`src/rtl/stopwatch_ctrl_if.sv`:
```
// stopwatch_ctrl_if: bundles the raw push-buttons and the counter-chain
// controls exchanged between the stopwatch controller and its surroundings.
//
// Signalling: there is no valid/ready handshake on this bundle. The button
// lines are raw, asynchronous, active-high levels owned by the master side.
// inc is a single-cycle strobe, cnt_rstn is an active-low strobe, and
// lap_hold, running and state are levels that are valid every cycle. All of
// these are owned by the slave side (the controller).
interface stopwatch_ctrl_if;
  logic       btn_start_stop;
  logic       btn_lap;
  logic       btn_clear;
  logic       inc;
  logic       cnt_rstn;
  logic       lap_hold;
  logic       running;
  logic [1:0] state;

  // Board or testbench side: drives the buttons and observes the controls.
  modport master (
    output btn_start_stop,
    output btn_lap,
    output btn_clear,
    input  inc,
    input  cnt_rstn,
    input  lap_hold,
    input  running,
    input  state
  );

  // Controller side.
  modport slave (
    input  btn_start_stop,
    input  btn_lap,
    input  btn_clear,
    output inc,
    output cnt_rstn,
    output lap_hold,
    output running,
    output state
  );
endinterface

```
`src/rtl/stopwatch_ctrl.sv`:
```
// stopwatch_ctrl: run/pause/lap/clear controller for the six-digit stopwatch
// counter chain. It conditions three raw buttons (synchronise, debounce,
// rising-edge pulse), sequences a four-state FSM, divides clk down to the
// 0.1 s increment strobe for digit 0, and drives the chain clear and the
// display freeze.
module stopwatch_ctrl #(
  parameter int TICK_DIV = 10_000_000, // clk cycles per increment, >= 2
  parameter int DEB_CNT  = 1_000_000   // stable cycles to accept a level, >= 1
) (
  input  logic            clk,
  input  logic            rstn,
  stopwatch_ctrl_if.slave bus
);

  typedef enum logic [1:0] {
    IDLE  = 2'b00,
    RUN   = 2'b01,
    PAUSE = 2'b10,
    LAP   = 2'b11
  } state_t;

  // Button lane indices.
  localparam int NBTN    = 3;
  localparam int BTN_SS  = 0;
  localparam int BTN_LAP = 1;
  localparam int BTN_CLR = 2;

  // The debounce counter only ever has to hold 0..DEB_CNT-1, and the
  // prescaler 0..TICK_DIV-1.
  localparam int DW = (DEB_CNT > 1) ? $clog2(DEB_CNT) : 1;
  localparam int PW = (TICK_DIV > 1) ? $clog2(TICK_DIV) : 1;
  localparam logic [DW-1:0] DEB_LAST  = DW'(DEB_CNT - 1);
  localparam logic [PW-1:0] TICK_LAST = PW'(TICK_DIV - 1);

  // ---------------------------------------------------------------------
  // Button conditioning
  // ---------------------------------------------------------------------
  logic [NBTN-1:0] raw;
  logic [NBTN-1:0] sync_a;
  logic [NBTN-1:0] sync_b;
  logic [NBTN-1:0] stable;
  logic [NBTN-1:0] stable_d;
  logic [NBTN-1:0] press;
  logic [DW-1:0]   deb_cnt [NBTN];

  assign raw[BTN_SS]  = bus.btn_start_stop;
  assign raw[BTN_LAP] = bus.btn_lap;
  assign raw[BTN_CLR] = bus.btn_clear;

  // Two-flop synchroniser for the asynchronous button levels.
  always_ff @(posedge clk or negedge rstn) begin
    if (!rstn) begin
      sync_a <= '0;
      sync_b <= '0;
    end else begin
      sync_a <= raw;
      sync_b <= sync_a;
    end
  end

  // Debounce: accept a new level only after DEB_CNT consecutive cycles of
  // disagreement with the current stable level; one agreeing cycle restarts.
  always_ff @(posedge clk or negedge rstn) begin
    if (!rstn) begin
      stable <= '0;
      for (int i = 0; i < NBTN; i++) begin
        deb_cnt[i] <= '0;
      end
    end else begin
      for (int i = 0; i < NBTN; i++) begin
        if (sync_b[i] != stable[i]) begin
          if (deb_cnt[i] == DEB_LAST) begin
            stable[i]  <= sync_b[i];
            deb_cnt[i] <= '0;
          end else begin
            deb_cnt[i] <= deb_cnt[i] + DW'(1);
          end
        end else begin
          deb_cnt[i] <= '0;
        end
      end
    end
  end

  // Registered rising-edge detect: one-cycle press pulse, nothing on release.
  always_ff @(posedge clk or negedge rstn) begin
    if (!rstn) begin
      stable_d <= '0;
      press    <= '0;
    end else begin
      stable_d <= stable;
      press    <= stable & ~stable_d;
    end
  end

  // Only one event is acted on per cycle: start_stop beats clear beats lap.
  logic ev_start_stop;
  logic ev_clear;
  logic ev_lap;

  assign ev_start_stop = press[BTN_SS];
  assign ev_clear      = press[BTN_CLR] & ~press[BTN_SS];
  assign ev_lap        = press[BTN_LAP] & ~press[BTN_SS] & ~press[BTN_CLR];

  // ---------------------------------------------------------------------
  // Control FSM
  // ---------------------------------------------------------------------
  state_t state_q;
  state_t state_d;
  logic   lap_hold_q;
  logic   lap_hold_d;
  logic   clear_d;
  logic   cnt_rstn_q;

  // State register plus the registered lap freeze and chain clear. Reset
  // holds the chain in clear; it is released on the first edge afterwards.
  always_ff @(posedge clk or negedge rstn) begin
    if (!rstn) begin
      state_q    <= IDLE;
      lap_hold_q <= 1'b0;
      cnt_rstn_q <= 1'b0;
    end else begin
      state_q    <= state_d;
      lap_hold_q <= lap_hold_d;
      cnt_rstn_q <= ~clear_d;
    end
  end

  // Next-state logic; events not listed for a state are ignored.
  always_comb begin
    state_d    = state_q;
    lap_hold_d = lap_hold_q;
    clear_d    = 1'b0;
    case (state_q)
      IDLE: begin
        if (ev_start_stop) begin
          state_d = RUN;
        end else if (ev_clear) begin
          clear_d = 1'b1;
        end
      end
      RUN: begin
        if (ev_start_stop) begin
          state_d = PAUSE;
        end else if (ev_lap) begin
          state_d    = LAP;
          lap_hold_d = 1'b1;
        end
      end
      LAP: begin
        if (ev_start_stop) begin
          state_d    = PAUSE;
          lap_hold_d = 1'b0;
        end else if (ev_lap) begin
          state_d    = RUN;
          lap_hold_d = 1'b0;
        end
      end
      PAUSE: begin
        if (ev_start_stop) begin
          state_d = RUN;
        end else if (ev_clear) begin
          state_d = IDLE;
          clear_d = 1'b1;
        end
      end
      default: begin
        state_d    = IDLE;
        lap_hold_d = 1'b0;
      end
    endcase
  end

  // ---------------------------------------------------------------------
  // Increment prescaler
  // ---------------------------------------------------------------------
  logic          counting;
  logic [PW-1:0] presc_q;
  logic          inc_q;

  assign counting = (state_q == RUN) || (state_q == LAP);

  // Count only while running. PAUSE keeps the partial tick so resuming does
  // not lose time; IDLE and a chain clear restart the count from zero. The
  // gate uses the current state, so a tick landing on the stop edge is still
  // issued and the resume edge itself never counts.
  always_ff @(posedge clk or negedge rstn) begin
    if (!rstn) begin
      presc_q <= '0;
      inc_q   <= 1'b0;
    end else if (clear_d || (state_q == IDLE)) begin
      presc_q <= '0;
      inc_q   <= 1'b0;
    end else if (counting) begin
      if (presc_q == TICK_LAST) begin
        presc_q <= '0;
        inc_q   <= 1'b1;
      end else begin
        presc_q <= presc_q + PW'(1);
        inc_q   <= 1'b0;
      end
    end else begin
      inc_q <= 1'b0;
    end
  end

  // ---------------------------------------------------------------------
  // Outputs
  // ---------------------------------------------------------------------
  assign bus.inc      = inc_q;
  assign bus.cnt_rstn = cnt_rstn_q;
  assign bus.lap_hold = lap_hold_q;
  assign bus.state    = state_q;
  assign bus.running  = counting;

endmodule
```
`src/flat_wrapper.sv`:
```
// flat-port wrapper written by rule: the top's interface ports become plain ports
module stopwatch_ctrl_flat 
#(
  parameter int TICK_DIV = 10_000_000,                                  
  parameter int DEB_CNT  = 1_000_000                                           
)
  (clk, rstn, bus_btn_start_stop, bus_btn_lap, bus_btn_clear, bus_inc, bus_cnt_rstn, bus_lap_hold, bus_running, bus_state);
  stopwatch_ctrl_if bus_i ();
  input  logic clk;
  input  logic rstn;
  input wire logic [$bits(bus_i.btn_start_stop)-1:0] bus_btn_start_stop;
  input wire logic [$bits(bus_i.btn_lap)-1:0] bus_btn_lap;
  input wire logic [$bits(bus_i.btn_clear)-1:0] bus_btn_clear;
  output wire logic [$bits(bus_i.inc)-1:0] bus_inc;
  output wire logic [$bits(bus_i.cnt_rstn)-1:0] bus_cnt_rstn;
  output wire logic [$bits(bus_i.lap_hold)-1:0] bus_lap_hold;
  output wire logic [$bits(bus_i.running)-1:0] bus_running;
  output wire logic [$bits(bus_i.state)-1:0] bus_state;
  assign bus_i.btn_start_stop = bus_btn_start_stop;
  assign bus_i.btn_lap = bus_btn_lap;
  assign bus_i.btn_clear = bus_btn_clear;
  assign bus_inc = bus_i.inc;
  assign bus_cnt_rstn = bus_i.cnt_rstn;
  assign bus_lap_hold = bus_i.lap_hold;
  assign bus_running = bus_i.running;
  assign bus_state = bus_i.state;
  stopwatch_ctrl #(.TICK_DIV(TICK_DIV), .DEB_CNT(DEB_CNT)) u_core (.clk(clk), .rstn(rstn), .bus(bus_i));
endmodule
```
`config.mk`:
```
export PLATFORM = sky130hd
export DESIGN_NAME = stopwatch_ctrl_flat
export DESIGN_NICKNAME = d
export VERILOG_FILES = /design/src/rtl/stopwatch_ctrl_if.sv /design/src/rtl/stopwatch_ctrl.sv /design/src/flat_wrapper.sv
export SDC_FILE = /design/constraint.sdc
export NUM_CORES = 1
export LEC_CHECK = 0
export ABC_AREA = 1
export CAP_MARGIN = 30
export CORE_UTILIZATION = 35
export CTS_CLUSTER_DIAMETER = 40
export CTS_CLUSTER_SIZE = 10
export DETAILED_ROUTE_END_ITERATION = 10
export GPL_ROUTABILITY_DRIVEN = 0
export HOLD_SLACK_MARGIN = 0.06
export PLACE_DENSITY_LB_ADDON = 0.12
export SETUP_SLACK_MARGIN = 0.3
export SKIP_CTS_REPAIR_TIMING = 1
export SLEW_MARGIN = 0
export SYNTH_ARGS = -nofsm -noshare
export SYNTH_HDL_FRONTEND = slang
export SYNTH_SLANG_ARGS = --single-unit
```
`constraint.sdc`:
```
create_clock -name clk -period 1.75 [get_ports clk]
set_clock_uncertainty 0.1 [all_clocks]
set_input_delay 0.2625 -clock clk [delete_from_list [all_inputs] [get_ports clk]]
set_output_delay 0.2625 -clock clk [all_outputs]
set_load 0.05 [all_outputs]
```
==> out/qor.txt, run 1 <==
Measured slew at the worst slew-check pin - 0.388 ns
Outcome - completed
PnR worst setup slack - 0.135 ns
Leak Pwr - 3.15 nW
Die area - 16500 µm²
Synthesized instance count - 722
PortBufs - 10
Setup tns final - 0 ns
CTS tree - built
Initial DRT Pass Iterations - 4
Crit start category - register
Largest net degree at the start of global routing - 37
Post-synthesis sequential area ratio - 46.5%
ANT cells - 0
Kind of critical path - reg2reg
CP max stage delay - 0.42 ns
Number of global-route vias before repair - 4314
Pins Over Slew Limit - 0
Residual DRC - 0
Antenna Nets Post-Route - 0
1st-iter DRT viols - 212
FFs w/ async S/R, synth - 100%
Avg Inst Size Synth - 7.75 µm²
Die height - 128 µm
Clk buf depth - 2
CP arrival - 1.76 ns
Via count - 4686
Drt total wl - 12.8 mm
Non-filler instance count after layout - 1007
Dpl cell area - 6090 µm²
Synthesized area - 5600 µm²
Final instance area - 7240 µm²
Maximum operating frequency - 619 MHz
Num rows - 45
Fin crit period - 1.61 ns
DP HPWL - 8.66 mm
DR WL/cell - 12.7 µm
RSZ-0062 raised after global routing - true
CP max FO - 3
Clk_lat worst skew - 0.35 ns
Final Cycle Share - 92.3%
Die width - 128 µm
Gr usage total - 15.9%
Syn_nets - 731
Pwr Density - 664 nW/µm²
Maximum Capacitance Violations - 0
Vias per inst - 4.65
Synth Flop Type - dfrtp_1
Hold Crit Class - in2reg
Final Hold Fails - 0
Fraction of layout cells with a size suffix above 1 - 26.6%
Grt total ovfl - 0
YS warnings - 0
Fillers - 1558
Post-synth cell types - 34
Commonest cells after routing, fill and taps aside - nand2_1, nor2_1, dfrtp_1
Max_slew headroom - 74.1%
Initial Util - 36.3%
WHS - 0.240 ns
Yosys reg bits - 104
Post-layout util - 46.9%
First-pass GRT wire length - 20.6 mm
Root Buffer - clkbuf_16
Peak supply drop - 0.481 mV
Crit path cell chain - ha_4, nand2_4, nor2_4, nand2_2, nor3_2, buf_4, xor2_1, nor2_1
Most common cell after layout, fill and taps aside - nand2_1
Power consumption - 4.80 mW
Nets - 800
Placed instance count - 952
IO Pins - 11
Initial antenna violation count - 0
CP Data Required Time - 1.89 ns
CTS clk-pin slew, worst paths - 0.08 ns
Final setup violation count - 0
CTS buffer count - 9
Highest-delay cell along the critical path - dfrtp_2
CTS H-tree depth - 3
Layout area overhead - 29.4%
Num Clock Sinks - 104
Critical Path Sink Type - register
Worst slack at placement - -0.0445 ns
Post-synth EDFFs - 0
CORE AREA - 15400 µm²
synth_stat cells, drive strengths merged, types with 5 or more instances:
cell type | count | area share [%]
xor2 | 33 | 5.2
o21ai | 23 | 2.3
a21oi | 12 | 1.1
nand2 | 199 | 14
nor2 | 158 | 12
dfrtp | 104 | 47
nor3b | 5 | 0.85
buf | 5 | 0.56
nand3 | 46 | 4.8
inv | 79 | 5.3
nand4 | 15 | 1.7
xnor2 | 7 | 1.1
nor3 | 20 | 2.1
area by class of cell:
class | count | area (µm²) | share of cell area (%)
repair buffers | 64 | 637 | 8.80
well taps | 211 | 264 | 3.65
inverters | 79 | 319 | 4.41
clock inverters | 7 | 87.6 | 1.21
clock buffers | 9 | 225 | 3.11
multi-input cells | 533 | 3080 | 42.6
flip-flops and latches | 104 | 2620 | 36.2
critical path: cells and delay by family, from the launching register on:
family	cells	cell delay, ns
flip-flops	1	0.42
AND/OR/NAND/NOR	5	0.52
adder cells (fa/ha/maj)	1	0.17
buffers and inverters	1	0.14
XOR/XNOR	1	0.14
per-layer routing:
layer / part of all wire [%] / global-route usage, %
met5: 0 / 0
met4: 1.2 / 4.91
met3: 2.5 / 3.41
met2: 48 / 25.9
met1: 49 / 21.0
logic make-up after synthesis:
kind of cell	count (synthesis)	synth area share (%)
AO/OA/AOI/OAI	41	4.09
XOR/XNOR	40	6.26
adder cells (fa/ha/maj)	4	0.894
buffers and inverters	85	5.93
flip-flops	104	46.5
AND/OR/NAND/NOR	448	36.3
power breakdown:
group          internal, mW  total [mW]  switching (mW)
Combinational        0.0866       0.213           0.127
Sequential             2.43        2.45          0.0255
Clock                  1.15        2.14           0.995
Total                  3.66        4.80            1.15
registers in the layout, summed over array words and instances, names as in the netlist:
name	count
u_core.sync_a	3
u_core.bus.inc	1
u_core.bus.cnt_rstn	1
u_core.press	3
u_core.stable_d	3
u_core.bus.lap_hold	1
u_core.sync_b	3
u_core.presc_q	24
u_core.stable	3
u_core.bus.state	2
u_core.deb_cnt	60
final timing paths:
path,cells past startpoint,startpoint,slack (ns),end
max,8,u_core.deb_cnt[20],0.14,u_core.deb_cnt[32]
max in group asynchronous,3,rstn,0.69,u_core.presc_q[13]
min reg2reg,0,u_core.sync_a[1],0.25,u_core.sync_b[1]
min,1,bus_btn_start_stop,0.24,u_core.sync_a[0]
max reg2reg,8,u_core.deb_cnt[20],0.14,u_core.deb_cnt[32]
min in group asynchronous,2,rstn,0.27,u_core.deb_cnt[18]
No activity file was read; power rests on OpenSTA's default activity.
==> inputs of run 2 (changes only) <==
Settings changed: SETUP_SLACK_MARGIN 0.3 to 0.5, SKIP_CTS_REPAIR_TIMING 1 to default.
==> out/qor.txt, run 2 (same netlist as run 1, synthesis figures left out) <==
Crit path from - u_core.presc_q[1]
1st-iter DRT viols - 236
Via count - 4962
R2R depth - 10
Biggest register - u_core.deb_cnt
Reg-to-Reg Start - u_core.presc_q[1]
WHS - 0.234 ns
CTS buffer count - 9
CTS H-tree depth - 3
ANT cells - 0
Gr usage total - 17.1%
Num Clock Sinks - 104
CTS tree - built
Commonest cells after routing, fill and taps aside - nand2_1, nor2_1, dfrtp_1
Fin crit period - 1.59 ns
First-pass GRT wire length - 22.3 mm
Measured slew at the worst slew-check pin - 0.346 ns
Leak Pwr - 3.50 nW
Most common cell after layout, fill and taps aside - nand2_1
CORE AREA - 15400 µm²
Drt total wl - 13.6 mm
Residual DRC - 0
R2R setup slack - 0.16 ns
Hold Crit Class - in2reg
Vias per inst - 4.72
DR WL/cell - 12.9 µm
Antenna Nets Post-Route - 0
Crit start category - register
Area taken by flip-flops and latches - 2620 µm²
Layout area overhead - 41.8%
Kind of critical path - reg2reg
Maximum operating frequency - 629 MHz
Die area - 16500 µm²
Worst R2R End - u_core.presc_q[4]
Number of global-route vias before repair - 4800
DP HPWL - 8.65 mm
CP Data Required Time - 1.89 ns
Initial antenna violation count - 0
Fraction of layout cells with a size suffix above 1 - 37.5%
Critical Path End - u_core.presc_q[4]
Outcome - completed
Peak supply drop - 0.486 mV
Root Buffer - clkbuf_16
Num rows - 45
Die width - 128 µm
Nets - 844
CP arrival - 1.73 ns
Pwr Density - 610 nW/µm²
Clk_lat worst skew - 0.36 ns
Placed instance count - 957
Multi-input gate area - 3380 µm²
CP max FO - 3
Max FFs per register - 60
Initial DRT Pass Iterations - 4
Grt total ovfl - 0
CTS clk-pin slew, worst paths - 0.08 ns
PortBufs - 10
Final Cycle Share - 90.8%
Setup tns final - 0 ns
Biggest registers after layout - u_core.deb_cnt: 60 flops, u_core.presc_q: 24 flops
Final setup violation count - 0
Die height - 128 µm
Largest net degree at the start of global routing - 40
RSZ-0062 raised after global routing - true
Fillers - 1438
Max_slew headroom - 76.9%
Critical Path Sink Type - register
IO Pins - 11
Maximum Capacitance Violations - 0
Non-filler instance count after layout - 1051
Initial Util - 36.3%
Clk buf depth - 2
Pins Over Slew Limit - 0
Final Hold Fails - 0
[run 2: per-layer routing]
metal	wire, µm	share of wire, %	GRT usage [%]	up-vias
li1	-	-	-	2493
met4	226	1.7	5.12	0
met2	6820	50	29.4	57
met3	354	2.6	4.03	20
met1	6180	46	21.3	2392
met5	0	0	0	-
[run 2: where the power goes]
| group | internal, mW | leakage (nW) | switching (mW) |
|---|---|---|---|
| Combinational | 0.112 | 1.94 | 0.139 |
| Sequential | 2.43 | 1.41 | 0.0297 |
| Clock | 1.17 | 0.151 | 0.964 |
[run 2: layout make-up]
type	instances	share of cell area, %
clock buffers	10	3.01
multi-input cells	533	42.6
repair buffers	108	13.1
well taps	211	3.33
clock inverters	6	0.899
flip-flops and latches	104	33.0
inverters	79	4.11
[run 2: how the worst min path moves through the flow]
stage / from / endpoint / slack, ns / cells past startpoint
finish: bus_btn_lap / u_core.sync_a[1] / 0.23 / 1
global route: bus_btn_start_stop / u_core.sync_a[0] / 0.23 / 1
CTS: bus_btn_lap / u_core.sync_a[1] / 0.22 / 1
detailed placement: rstn / u_core.deb_cnt[10] / 0.08 / 1
global placement: rstn / u_core.deb_cnt[10] / 0.09 / 1
floorplan: rstn / u_core.bus.cnt_rstn / -0.13 / 0
[run 2: what timing repair did]
action                     CTS  global route
setup buffers               54            23
resized for setup          111           113
setup endpoints to repair   89            97
hold buffers                 1             0
hold endpoints to repair    88             0
pin swaps                   50            52
[run 2: stage by stage]
step | utilization [%] | cell area, µm² | setup slack (ns) | power [mW]
after floorplan | - | 5720 | 0.273 | 2.55
after global placement | 40.3 | 6210 | 0.104 | 2.64
after detailed placement | 40.3 | 6210 | 0.0429 | 2.64
after CTS | 47.6 | 7340 | 0.173 | 4.86
after global routing | 51.4 | 7940 | 0.0702 | 5.05
final | 51.4 | 7940 | 0.161 | 4.84
[run 2: worst max-delay path: stages (launching register included)]
cell and delay (ns):
dfrtp_1 0.43, ha_4 0.19, nand2_4 0.10, inv_4 0.05
buf_4 0.12, buf_6 0.10, buf_6 0.11, nand2_2 0.06
nand2_2 0.05, nand4_1 0.10, o21ai_1 0.08
==> inputs of run 3 (changes only) <==
Settings changed: CTS_CLUSTER_DIAMETER 40 to default.
==> results of run 3 <==
No change in the layout: final DEF, timing and power equal those of run 2.
